$ cat src/rtl/intr_ctrl_pkg.sv
// Shared types and helpers for the interrupt controller.
// Holds the FSM state encoding and the line-index width function.
package intr_pkg;

  typedef enum logic [1:0] {
    IDLE    = 2'd0,
    REQUEST = 2'd1,
    SERVICE = 2'd2
  } state_t;

  // Width of a line index; a single-line build still needs one bit.
  function automatic int id_width(input int n);
    return (n > 1) ? $clog2(n) : 1;
  endfunction

endpackage

$ cat src/rtl/intr_ctrl_if.sv
// Bundle between peripherals/control unit and the interrupt controller.
// The master side is the system; the slave side is intr_ctrl itself.
interface intr_ctrl_if
  import intr_pkg::*;
#(
  parameter int N_IRQ  = 4,
  parameter int ADDR_W = 10,
  parameter int ID_W   = id_width(N_IRQ)
);

  logic [N_IRQ-1:0]  irq;
  logic              we_mask;
  logic [N_IRQ-1:0]  mask_in;
  logic              s_finish_interr;
  logic              s_interruption;
  logic [ADDR_W-1:0] dir_interr;
  logic              in_service;
  logic [ID_W-1:0]   active_id;

  modport master (
    output irq, we_mask, mask_in, s_finish_interr,
    input  s_interruption, dir_interr, in_service, active_id
  );

  modport slave (
    input  irq, we_mask, mask_in, s_finish_interr,
    output s_interruption, dir_interr, in_service, active_id
  );

endinterface

$ cat src/rtl/intr_ctrl_prio_enc.sv
// Combinational fixed-priority encoder: the lowest set index wins.
// Outputs idx = 0 when no bit is set; callers qualify it with any.
module intr_prio_enc #(
  parameter int N    = 4,
  parameter int ID_W = 2
) (
  input  logic [N-1:0]    eligible,
  output logic            any,
  output logic [ID_W-1:0] idx
);

  // Scan from the top down so the lowest set bit is the last one written.
  always_comb begin
    any = |eligible;
    idx = '0;
    for (int i = N - 1; i >= 0; i--) begin
      if (eligible[i]) idx = ID_W'(i);
    end
  end

endmodule

$ cat src/rtl/intr_ctrl.sv
// Interrupt controller: edge-latched, masked, fixed-priority request to the control unit.
// Optional build macro INTR_SYNC_EN adds a 2-flop synchronizer on every irq line.
module intr_ctrl
  import intr_pkg::*;
#(
  parameter int          N_IRQ      = 4,
  parameter int          ADDR_W     = 10,
  parameter int unsigned VEC_BASE   = 'h3C0,
  parameter int unsigned VEC_STRIDE = 16
) (
  input logic        clk,
  input logic        reset,
  intr_ctrl_if.slave bus
);

  localparam int ID_W = id_width(N_IRQ);
  localparam logic [N_IRQ-1:0] ONE_HOT0 = N_IRQ'(1);

  state_t            state_q, state_n;
  logic [N_IRQ-1:0]  irq_s, irq_q, rise;
  logic [N_IRQ-1:0]  pending, mask, eligible, clr_vec;
  logic [ID_W-1:0]   active_id, win_idx;
  logic              win_any, load_id, clr_pend;
  logic              busy;
  logic [ADDR_W-1:0] vec_addr;

`ifdef INTR_SYNC_EN
  logic [N_IRQ-1:0] sync1, sync2;

  always_ff @(posedge clk or posedge reset) begin
    if (reset) begin
      sync1 <= '0;
      sync2 <= '0;
    end else begin
      sync1 <= bus.irq;
      sync2 <= sync1;
    end
  end

  assign irq_s = sync2;
`else
  assign irq_s = bus.irq;
`endif

  assign rise     = irq_s & ~irq_q;
  assign eligible = pending & mask;
  assign clr_vec  = clr_pend ? (ONE_HOT0 << active_id) : '0;

  intr_prio_enc #(
    .N    (N_IRQ),
    .ID_W (ID_W)
  ) u_prio (
    .eligible (eligible),
    .any      (win_any),
    .idx      (win_idx)
  );

  // Set is applied after clear so a fresh edge on the served line is never lost.
  always_ff @(posedge clk or posedge reset) begin
    if (reset) begin
      irq_q     <= '0;
      pending   <= '0;
      mask      <= '1;
      active_id <= '0;
    end else begin
      irq_q   <= irq_s;
      pending <= (pending & ~clr_vec) | rise;
      if (bus.we_mask) mask <= bus.mask_in;
      if (load_id) active_id <= win_idx;
    end
  end

  always_ff @(posedge clk or posedge reset) begin
    if (reset) state_q <= IDLE;
    else       state_q <= state_n;
  end

  always_comb begin
    state_n  = state_q;
    load_id  = 1'b0;
    clr_pend = 1'b0;
    unique case (state_q)
      IDLE: begin
        if (win_any) begin
          state_n = REQUEST;
          load_id = 1'b1;
        end
      end
      REQUEST: begin
        state_n  = SERVICE;
        clr_pend = 1'b1;
      end
      SERVICE: begin
        if (bus.s_finish_interr) state_n = IDLE;
      end
      default: state_n = IDLE;
    endcase
  end

  // Vector arithmetic wraps at ADDR_W bits by construction.
  assign vec_addr = ADDR_W'(VEC_BASE) + ADDR_W'(VEC_STRIDE) * ADDR_W'(active_id);
  assign busy     = (state_q == REQUEST) || (state_q == SERVICE);

  assign bus.s_interruption = (state_q == REQUEST);
  assign bus.in_service     = busy;
  assign bus.dir_interr     = busy ? vec_addr : '0;
  assign bus.active_id      = active_id;

endmodule

$ cat src/flat_wrapper.sv
// flat-port wrapper written by rule: the top's interface ports become plain ports
module intr_ctrl_flat import intr_pkg::*;
#(
  parameter int          N_IRQ      = 4,
  parameter int          ADDR_W     = 10,
  parameter int unsigned VEC_BASE   = 'h3C0,
  parameter int unsigned VEC_STRIDE = 16
)
  (clk, reset, bus_irq, bus_we_mask, bus_mask_in, bus_s_finish_interr, bus_s_interruption, bus_dir_interr, bus_in_service, bus_active_id);
  intr_ctrl_if #(.N_IRQ(N_IRQ), .ADDR_W(ADDR_W)) bus_i ();
  input logic clk;
  input logic reset;
  input wire logic [$bits(bus_i.irq)-1:0] bus_irq;
  input wire logic [$bits(bus_i.we_mask)-1:0] bus_we_mask;
  input wire logic [$bits(bus_i.mask_in)-1:0] bus_mask_in;
  input wire logic [$bits(bus_i.s_finish_interr)-1:0] bus_s_finish_interr;
  output wire logic [$bits(bus_i.s_interruption)-1:0] bus_s_interruption;
  output wire logic [$bits(bus_i.dir_interr)-1:0] bus_dir_interr;
  output wire logic [$bits(bus_i.in_service)-1:0] bus_in_service;
  output wire logic [$bits(bus_i.active_id)-1:0] bus_active_id;
  assign bus_i.irq = bus_irq;
  assign bus_i.we_mask = bus_we_mask;
  assign bus_i.mask_in = bus_mask_in;
  assign bus_i.s_finish_interr = bus_s_finish_interr;
  assign bus_s_interruption = bus_i.s_interruption;
  assign bus_dir_interr = bus_i.dir_interr;
  assign bus_in_service = bus_i.in_service;
  assign bus_active_id = bus_i.active_id;
  intr_ctrl #(.N_IRQ(N_IRQ), .ADDR_W(ADDR_W), .VEC_BASE(VEC_BASE), .VEC_STRIDE(VEC_STRIDE)) u_core (.clk(clk), .reset(reset), .bus(bus_i));
endmodule
$ cat config.mk
export PLATFORM = sky130hd
export DESIGN_NAME = intr_ctrl_flat
export DESIGN_NICKNAME = d
export VERILOG_FILES = /design/src/rtl/intr_ctrl_pkg.sv /design/src/rtl/intr_ctrl_if.sv /design/src/rtl/intr_ctrl_prio_enc.sv /design/src/rtl/intr_ctrl.sv /design/src/flat_wrapper.sv
export SDC_FILE = /design/constraint.sdc
export NUM_CORES = 1
export LEC_CHECK = 0
export CAP_MARGIN = 20
export CELL_PAD_IN_SITES_DETAIL_PLACEMENT = 0
export CELL_PAD_IN_SITES_GLOBAL_PLACEMENT = 1
export CORE_AREA = 2 2 45 63
export DETAILED_ROUTE_END_ITERATION = 6
export DIE_AREA = 0 0 47 65
export PLACE_DENSITY = 0.8
export SYNTH_ARGS = -nofsm -noshare
export SYNTH_HDL_FRONTEND = slang
export SYNTH_SLANG_ARGS = --single-unit
export TNS_END_PERCENT = 100
$ cat constraint.sdc
create_clock -name clk -period 1.6 [get_ports clk]
set_input_delay 0.32 -clock clk [delete_from_list [all_inputs] [get_ports clk]]
set_output_delay 0.32 -clock clk [all_outputs]
set_load 0.01 [all_outputs]
# Word level (Yosys, flattened, before mapping)
# Cells that the tools add are included.
dict set report classes {
  addsub 1
  multipliers 0
  div 0
  order_cmp 0
  n_eq_ne 4
  shift 1
  muxes 12
  bitwise_logic 6
  n_reduce_logical 4
}
# cell n
set ops {}
lappend ops {{$and A4 B4 Y4} 3}
lappend ops {{$mux W2} 6}
lappend ops {{$mux W10} 1}
lappend ops {{$add A7 B7 Y8 const A} 1}
lappend ops {{$not A4 Y4} 2}
lappend ops {{$pmux W2 S3} 1}
lappend ops {{$mux W4} 1}
lappend ops {{$ne A2 B2 Y1 const B} 2}
lappend ops {{$or A4 B4 Y4} 1}
lappend ops {{$reduce_or A4 Y1} 1}
lappend ops {{$shl A1 B2 Y4 const A} 1}
lappend ops {{$mux W1} 3}
lappend ops {{$eq A2 B1 Y1 const B} 1}
lappend ops {{$eq A2 B2 Y1 const B} 1}
lappend ops {{$logic_not A2 Y1} 1}
lappend ops {{$reduce_and A2 Y1} 1}
lappend ops {{$logic_or A1 B1 Y1} 1}
dict set report word_totals {
  regBits 16
  latchBits 0
  ram_bits 0
  mem_bits_ro 0
  inputBits 12
  output_inout_bits 14
  word_cells 33
  memories 0
}

# Longest topological paths before layout
dict set report logic_depth {
  depth_word 6
  depth_mapped 5
  mapped_depth_nobuf 5
}

# Modules after synthesis
# Synthesis repeated with hierarchy kept, for this count alone.
dict set report hier_totals {
  hier_cells 72
  area_unflattened_um2 785.8
}
# mod n_inst cells_each area_each_um2 seq_area_each_um2
set modules_own_cells {}
lappend modules_own_cells {intr_ctrl 1 65 750.7 405.4}
lappend modules_own_cells {intr_prio_enc 1 7 35.0 0.0}

# Worst setup path before layout
# OpenSTA, ideal clock, no wires.
dict set report synth_path {
  kind {register to output}
  startpoint {reg u_core.state_q[1]}
  endpoint {out bus_dir_interr[4]}
  arrival_time_ns 0.984
  t_required_ns 1.280
  path_slack_ns 0.296
  stages_incl_launch_ff 4
  path_buffers 0
  path_cell_list {dfrtp_1 > inv_1 > ha_1 > and2_1}
}
dict set report synth_via {
  elab_chain_len 3
  word_cells_on_any_way 4
  cone_classes {eq/ne: 2; mux: 1; reduce/logical: 1}
}
# element line_no
set synth_lines {}
lappend synth_lines {{start, declared} intr_ctrl.sv:19} ;# state_t state_q, state_n;
lappend synth_lines {{start signal, assigned} intr_ctrl.sv:75} ;# else state_q <= state_n;
lappend synth_lines {{$eq A2 B1 Y1 / $eq A2 B2 Y1 (equally long branches)} intr_ctrl.sv:102} ;# assign busy = (state_q == REQUEST) || (state_q == SERVICE);
lappend synth_lines {{$logic_or A1 B1 Y1 *} intr_ctrl.sv:102}
lappend synth_lines {{via bus_in_service} flat_wrapper.sv:19} ;# output wire logic [$bits(bus_i.in_service)-1:0] bus_in_service;
lappend synth_lines {{$mux W10 *} intr_ctrl.sv:106} ;# assign bus.dir_interr = busy ? vec_addr : '0;
lappend synth_lines {{end, declared} flat_wrapper.sv:18} ;# output wire logic [$bits(bus_i.dir_interr)-1:0] bus_dir_interr;
# The timed path passes the listed nets; every way through them passes the cells marked *.

# Worst setup path after layout
dict set report layout_path {
  startpoint {reg u_core.state_q[1]}
  endpoint {out bus_dir_interr[4]}
}
dict set report layout_via {
  elab_chain_len 3
  word_cells_on_any_way 4
  cone_classes {eq/ne: 2; mux: 1; reduce/logical: 1}
}
# element line_no
set layout_lines {}
lappend layout_lines {{$eq A2 B1 Y1 / $eq A2 B2 Y1 (equally long branches)} intr_ctrl.sv:102}
lappend layout_lines {{$logic_or A1 B1 Y1 *} intr_ctrl.sv:102}
lappend layout_lines {{$mux W10 *} intr_ctrl.sv:106}
# Mark *: on every way between the ends. The rest lies on a longest branch, timed or not.

==> results.yml <==
timing:
  report.final.slew_viol_count: 0
  clock.fmax_mhz: 642
  hold_viol: 0
  finalClockSkew_ps: 6.09
  setup_violations: 0
  period_share_pct: 97.4
  period_needed_ps: 1560
  rsz0062_at_grt: "true"
yosys:
  synth_xor_xnor_area_share_pct: 0
  synthTopCellsByArea: "dfrtp_1, dfstp_2, buf_4"
  ys_types: 20
  synthSimpleGateAreaFrac_pct: 5.64
  syn_inst: 67
  post-synth-top-area-fraction_pct: 38.6
  async_flop_share_pct: 100
  synth_seq_area_share_pct: 52.2
  ys_warn_count: 0
  syn_avg_cell_area_um2: 11.6
  syn_area_um2: 777
  synth_mux_area_share_pct: 9.18
  synth_edf_count: 0
  synth_adder_area_share_pct: 4.83
  synth_top_family_by_area: "compound AO/OA/AOI/OAI gates"
  synth_top_area_cell: "dfrtp_1"
  synth_compound_area_share_pct: 16.1
  ys.flop_type: "dfrtp_1"
  synth_seq_cells: 16
grt:
  grt_first_pass_wirelength_um: 2290
  grt_max_degree: 17
  antenna_found_initial: 0
  overflow: 0
  grt_pass1_vias: 500
  grt_use_total_pct: 10.7
route:
  vias: 541
  drt_iter0_drc: 6
  wl_um: 1410
  drc: 0
  vias_per_cell: 4.10
  dr.pass1.iters: 3
  wl_per_cell_um: 10.7
  ant_nets: 0
floorplan:
  rows: 22
  fp.dieH_um: 65
  io_pins: 26
  die_area_um2: 3060
  die_width_um: 47
  coreArea_um2: 2530
  initial_utilization_pct: 30.7
power_and_ir_drop:
  vdd_drop_max_mv: 0.577
  power_leakage_nw: 0.486
  p_per_area_nw_per_um2: 1840
  total_power_mw: 1.99
worst_setup_path:
  cp.required_ps: 1280
  max_stage_delay_ps: 390
  start_kind: "flop"
  path_class: "flop to output pin"
  crit_path_end_kind: "output pin"
  cp_cell_sequence: "inv_2 > ha_4 > and2_1 > buf_2"
  critPathMaxFanout: 3
  cp_slowest_cell: "dfrtp_1"
  worstPathArrival_ps: 1240
clocking:
  cts_tree: "done"
  clk_latency_ps: 290
  clk_pin_slew_ps: 90
  htreeDepth: 1
  cts_root_buf: "clkbuf_4"
  clk_path_buf_depth: 2
  cts_buffers: 3
  cts_sinks: 16
layout:
  seqCellArea_um2: 405
  layout-drive-gt1-share_pct: 37.5
  syn2layout_area_growth_pct: 39.6
  fin_nets: 112
  layout_common_cells: "clkdlybuf4s50_1, dfrtp_1, o21ai_0"
  final_common_cell: "clkdlybuf4s50_1"
  instances_no_fill: 132
  n_antenna_cell: 0
  fin_area_um2: 1080
  multi_input_area_um2: 305
  fillers: 262
worst_hold_path:
  hp-class: "primary input to async pin"
place:
  dpl_cell_area_um2: 1040
  dp_cells: 126
  port_buffers: 21
  place_congestion: 0.756
run_status:
  status: "finished clean"
run:
  drv_cap: 0
[sequential cells by signal (all words and copies together) (netlist names)]
register / count
u_core.irq_q: 4
u_core.mask: 4
u_core.pending: 4
u_core.bus.active_id: 2
u_core.state_q: 2
[routing by layer]
metal	GRT usage, %	up-vias	wire [um]	part of all wire, %
li1	-	270	-	-
met4	6.25	0	40	2.8
met1	13.0	254	559	40
met5	0	-	0	0
met2	17.0	12	765	54
met3	1.67	5	48	3.4
[cells in the mapped netlist (2+ instances only)]
cell,number
dfrtp_1,12
ha_1,3
a22o_4,2
dfstp_2,4
buf_4,8
inv_1,8
a21oi_1,3
and2_1,2
nand2_1,2
o21ai_0,10
mux2_2,4
[final timing paths]
kind / cells past startpoint / to / startpoint / slack, ps
worst min-delay path: 3 / u_core.pending[0] / reset / 320
worst max register to register: 6 / u_core.state_q[1] / u_core.state_q[0] / 190
min in group clk: 1 / u_core.pending[2] / u_core.irq_q[2] / 420
worst min register to register: 1 / u_core.pending[2] / u_core.irq_q[2] / 420
max in group asynchronous: 3 / u_core.mask[1] / reset / 1030
worst max-delay path: 4 / bus_dir_interr[4] / u_core.state_q[1] / 40
[kinds of logic (layout without fill, tap and decap cells)]
group | after synthesis | count (layout)
buffers and inverters | 16 | 42
adder cells (fa/ha/maj) | 3 | 3
other | 1 | 4
AND/OR/NAND/NOR | 7 | 7
multiplexers | 6 | 6
AO/OA/AOI/OAI | 18 | 18
flip-flops | 16 | 16
[cell type report]
cell class,instances,area share (%)
multi-input combinational,38,28.1
tap,36,4.15
clock buffer,4,2.42
timing repair buffer,30,25.1
inverter,8,2.77
sequential,16,37.4
[report_power, final]
part | switching (mW) | internal [mW]
clock network | 0.123 | 0.0970
registers | 0.0865 | 0.522
logic | 0.483 | 0.684
total | 0.692 | 1.30
[per-stage QoR]
step | TNS, ps | worst slack [ps] | hold WS (ps) | util, %
6_report | 0 | 41.4 | 317 | 42.8
4_1_cts | -164 | -28.6 | 317 | 41.2
5_1_grt | -69.9 | -33.2 | 336 | 42.8
2_1_floorplan | 0 | 296 | 231 | -
3_5_place_dp | -518 | -82.4 | 412 | 40.9
3_3_place_gp | -325 | -48.2 | 404 | 40.9
[worst max-delay path, delay by kind of cell (launching register included)]
family	cells	cell delay, ps
buf+inv	2	210
simple gates	1	130
fa+ha+maj	1	210
flops	1	390
[what timing repair did]
item	4_1_cts	5_1_grt
pin swaps	3	0
hold buffers	0	0
gates resized for setup	32	10
hold endpoints to repair	0	0
setup endpoints to repair	10	8
buffers inserted	2	0
No activity file was read; power rests on OpenSTA's default activity.
